--- src/rtl/idex_pipe_reg.sv ---
// ID/EX pipeline register with hold, bubble insert, valid bit
// and saturating stall/bubble performance counters.
module idex_pipe_reg #(
  parameter int DATA_W = 32,
  parameter int REG_W  = 5,
  parameter int CTRL_W = 8,
  parameter int CNT_W  = 16
) (
  input  logic              clk,
  input  logic              rst,
  input  logic              stall,
  input  logic              flush,
  input  logic              cnt_clr,
  input  logic              id_valid,
  input  logic [CTRL_W-1:0] id_ctrl,
  input  logic [DATA_W-1:0] id_rd1,
  input  logic [DATA_W-1:0] id_rd2,
  input  logic [DATA_W-1:0] id_imm,
  input  logic [REG_W-1:0]  id_rs,
  input  logic [REG_W-1:0]  id_rt,
  input  logic [REG_W-1:0]  id_rd,
  output logic              ex_valid,
  output logic [CTRL_W-1:0] ex_ctrl,
  output logic [DATA_W-1:0] ex_rd1,
  output logic [DATA_W-1:0] ex_rd2,
  output logic [DATA_W-1:0] ex_imm,
  output logic [REG_W-1:0]  ex_rs,
  output logic [REG_W-1:0]  ex_rt,
  output logic [REG_W-1:0]  ex_rd,
  output logic [CNT_W-1:0]  stall_cnt,
  output logic [CNT_W-1:0]  bubble_cnt
);

  localparam logic [CNT_W-1:0] CNT_MAX = '1;
  localparam logic [CNT_W-1:0] CNT_ONE = {{(CNT_W-1){1'b0}}, 1'b1};

  typedef enum logic [1:0] {
    M_LOAD  = 2'd0,
    M_HOLD  = 2'd1,
    M_FLUSH = 2'd2
  } mode_e;

  mode_e w_mode;
  logic  w_hold;
  logic  w_bubble;

  logic              r_valid;
  logic [CTRL_W-1:0] r_ctrl;
  logic [DATA_W-1:0] r_rd1;
  logic [DATA_W-1:0] r_rd2;
  logic [DATA_W-1:0] r_imm;
  logic [REG_W-1:0]  r_rs;
  logic [REG_W-1:0]  r_rt;
  logic [REG_W-1:0]  r_rd;
  logic [CNT_W-1:0]  r_stall_cnt;
  logic [CNT_W-1:0]  r_bubble_cnt;

  // Flush wins over stall; a load of an invalid slot is also a bubble.
  always_comb begin
    w_mode = M_LOAD;
    if (flush)
      w_mode = M_FLUSH;
    else if (stall)
      w_mode = M_HOLD;
  end

  assign w_hold   = (w_mode == M_HOLD);
  assign w_bubble = (w_mode == M_FLUSH) ||
                    ((w_mode == M_LOAD) && !id_valid);

  always_ff @(posedge clk or posedge rst) begin
    if (rst) begin
      r_valid <= 1'b0;
      r_ctrl  <= '0;
      r_rd1   <= '0;
      r_rd2   <= '0;
      r_imm   <= '0;
      r_rs    <= '0;
      r_rt    <= '0;
      r_rd    <= '0;
    end else if (w_mode == M_FLUSH) begin
      r_valid <= 1'b0;
      r_ctrl  <= '0;
      r_rd1   <= '0;
      r_rd2   <= '0;
      r_imm   <= '0;
      r_rs    <= '0;
      r_rt    <= '0;
      r_rd    <= '0;
    end else if (w_mode == M_LOAD) begin
      r_valid <= id_valid;
      r_ctrl  <= id_valid ? id_ctrl : '0;
      r_rd1   <= id_rd1;
      r_rd2   <= id_rd2;
      r_imm   <= id_imm;
      r_rs    <= id_rs;
      r_rt    <= id_rt;
      r_rd    <= id_rd;
    end
  end

  always_ff @(posedge clk or posedge rst) begin
    if (rst) begin
      r_stall_cnt  <= '0;
      r_bubble_cnt <= '0;
    end else if (cnt_clr) begin
      r_stall_cnt  <= '0;
      r_bubble_cnt <= '0;
    end else begin
      if (w_hold && r_stall_cnt != CNT_MAX)
        r_stall_cnt <= r_stall_cnt + CNT_ONE;
      if (w_bubble && r_bubble_cnt != CNT_MAX)
        r_bubble_cnt <= r_bubble_cnt + CNT_ONE;
    end
  end

  assign ex_valid   = r_valid;
  assign ex_ctrl    = r_ctrl;
  assign ex_rd1     = r_rd1;
  assign ex_rd2     = r_rd2;
  assign ex_imm     = r_imm;
  assign ex_rs      = r_rs;
  assign ex_rt      = r_rt;
  assign ex_rd      = r_rd;
  assign stall_cnt  = r_stall_cnt;
  assign bubble_cnt = r_bubble_cnt;

endmodule

--- config.mk ---
export PLATFORM = sky130hd
export DESIGN_NAME = idex_pipe_reg
export DESIGN_NICKNAME = d
export VERILOG_FILES = /design/src/rtl/idex_pipe_reg.sv
export SDC_FILE = /design/constraint.sdc
export NUM_CORES = 1
export LEC_CHECK = 0
export ABC_AREA = 0
export CORE_MARGIN = 4
export CORE_UTILIZATION = 43
export DETAILED_ROUTE_END_ITERATION = 8
export PLACE_DENSITY_LB_ADDON = 0.25
export SLEW_MARGIN = 0
export SYNTH_ARGS = -nofsm -noshare
export SYNTH_HDL_FRONTEND = slang
export SYNTH_SLANG_ARGS = --single-unit
--- constraint.sdc ---
create_clock -name clk -period 6.7 [get_ports clk]
set_input_delay 1.34 -clock clk [delete_from_list [all_inputs] [get_ports clk]]
set_output_delay 1.34 -clock clk [all_outputs]
set_load 0.02 [all_outputs]
==> reports/metrics.csv <==
metric,value,unit
"EDFF count, synth",0,
H-tree depth,4,
Synth cell types,38,
largest fanout on the critical path,11,
Nets,972,
most frequent cells in the layout,"274 x clkdlybuf4s50_1, 152 x dfrtp_1, 131 x nor2_1",
drt first pass iters,5,
sequential-to-total area share from yosys stat,58.1,%
fraction of layout cells with a size suffix above 1,6.06,%
initial antenna violation count,0,
Tmin final,3.30,ns
area of the multi-input gates,0.00258,mm2
Crit Path Category,input port to register,
status,"complete, no violations",
postcts setup bufs,0,
die height,131,um
vias per cell,5.26,
detailed-route wire length,18900,um
Syn Nets,707,
initial core utilization,44.5,%
total grt overflow,0,
Async SR Flop Fraction,100,%
Leak,0.00448,uW
hold violation count in the final report,0,
Inserted Clock Buffers,17,
Fin Setup TNS,0,ns
initial drt markers,352,
final worst-path cycle share,49.2,%
required time of the critical path,7.01,ns
ys flop type,dfrtp_1,
diode count,0,
# DRC,0,
clock latency on the worst-skew pair,0.42,ns
#FFs+latches synth,152,
PortBufs,276,
final core utilization,68.0,%
die width,131,um
post_cts resized,0,
CTS tree,built,
Final Slew Violations,0,
# IOs,277,
Final Wtd Congestion,0.828,
fill cell count,1077,
Slew @ Worst Pin,1.06,ns
vias in the first global route,5787,
dpl hpwl,13600,um
HP Class,register to register,
"Clk pin slew, worst setup/hold paths",0.06,ns
Sinks on Clock Net,152,
global-route wire length before repair,31100,um
Worst VDD drop,0.172,mV
Mean Syn Cell Area,11.3,um2
ANT nets after route,0,
Post-Synthesis Cells,580,
die area,0.0173,mm2
startpoint types,input port,
PnR worst setup slack,3.40,ns
Sequential cell area,0.00380,mm2
area grow syn2layout,52.8,%
"most common cell after layout, fill and taps aside",clkdlybuf4s50_1,
number of setup violations in the final report,0,
P per Cell Area,226,mW/mm2
largest net degree at the start of global routing,103,
total number of vias,5476,
Max Root-Sink Buffers,2,
CP endpoint kind,register,
setup slack at placement,3.03,ns
Row Count,44,
arrival time worst endpoint,3.61,ns
f_max,303,MHz
core area,0.0147,mm2
Yosys Warn Count,0,
Root Buffer,clkbuf_16,
Synth Cell Area,0.00655,mm2
worst clock skew,0.00664,ns
unrepaired setup endpoints after global routing,false,
"Hold-fix buffers, CTS",0,
GRT Total Usage,22.2,%
WL/cell,18.2,um
Rel. slew slack,29.4,%
final total power,2260,uW
max-cap viol count,0,
## state kept, by name (all words and copies together) (netlist names)
| register | count |
|---|---|
| ex_ctrl | 8 |
| ex_rd | 5 |
| ex_valid | 1 |
| ex_rt | 5 |
| ex_rd1 | 32 |
| ex_rs | 5 |
| ex_rd2 | 32 |
| ex_imm | 32 |
| stall_cnt | 16 |
| bubble_cnt | 16 |
## metal layers
| metal | wire length, um | GRT usage [%] | vias up |
|---|---|---|---|
| li1 | - | - | 2569 |
| met1 | 7420 | 25.5 | 2631 |
| met2 | 9390 | 37.6 | 238 |
| met3 | 1570 | 8.22 | 38 |
| met4 | 547 | 8.98 | 0 |
| met5 | 0 | 0 | - |
## synthesized netlist by cell type (2+ instances only)
master / number / area (um2)
a21oi_1: 19 / 95.1
a22oi_1: 7 / 52.6
and3_1: 2 / 12.5
buf_1: 11 / 41.3
buf_6: 2 / 22.5
clkbuf_1: 20 / 75.1
dfrtp_1: 152 / 3800
ha_1: 2 / 25.0
inv_1: 6 / 22.5
mux2_2: 5 / 56.3
mux2i_1: 113 / 1130
nand2_1: 14 / 52.6
nand3_1: 8 / 40.0
nand4_1: 9 / 56.3
nand4_2: 2 / 25.0
nor2_1: 131 / 492
nor2b_1: 7 / 43.8
nor3_1: 5 / 25.0
nor4_1: 6 / 37.5
o21a_1: 2 / 15.0
o21ai_0: 9 / 45.0
o21bai_1: 2 / 15.0
o311ai_0: 3 / 26.3
o31ai_1: 9 / 67.6
o41ai_1: 4 / 35.0
or2_2: 3 / 18.8
or3_1: 7 / 43.8
or4_1: 9 / 67.6
xor2_1: 2 / 17.5
## layout make-up
class | instances | area share, %
Sequential cell | 152 | 38.0
Multi-Input combinational cell | 388 | 25.8
Clock inverter | 15 | 1.45
Inverter | 6 | 0.275
Tap cell | 184 | 2.30
Timing Repair Buffer | 280 | 27.9
Clock buffer | 17 | 4.25
## path summary, 6_finish.rpt
kind | start | endpoint | slack [ns] | cells after the start
worst min register to register | ex_ctrl[5] | ex_ctrl[5] | 0.51 | 2
min in group asynchronous | rst | ex_imm[29] | 1.49 | 2
worst max-delay path | id_valid | bubble_cnt[15] | 3.40 | 5
worst max register to register | stall_cnt[7] | stall_cnt[15] | 4.56 | 4
worst min-delay path | ex_ctrl[5] | ex_ctrl[5] | 0.51 | 2
max in group asynchronous | rst | ex_rd1[23] | 4.03 | 3
## stage by stage
stage / area [um2] / hold slack [ns] / std cells
floorplan: 6550 / 0.606 / 580
global placement: 9430 / 0.503 / 1010
detailed placement: 9430 / 0.506 / 1010
CTS: 10000 / 0.520 / 1042
global route: 10000 / 0.538 / 1042
finish: 10000 / 0.514 / 1042
## worst max-delay path, stage by stage
cell             delay [ns]
clkdlybuf4s50_1        0.44
o21bai_1               0.61
nand3_1                0.42
nor4_1                 0.42
mux2_2                 0.37
## power by group
part	internal [uW]	switching [uW]	leakage (uW)
sequential	960	27.1	0.00204
clock	518	405	0.000265
combinational	180	168	0.00218
## logic make-up after synthesis
kind of cell,synth area share (%)
compound gates,5.79
xor+xnor,0.268
fa+ha+maj,0.382
buf+inv,2.54
flops,58.1
mux,18.1
simple gates,14.8
(Power assumes the default switching activity.)
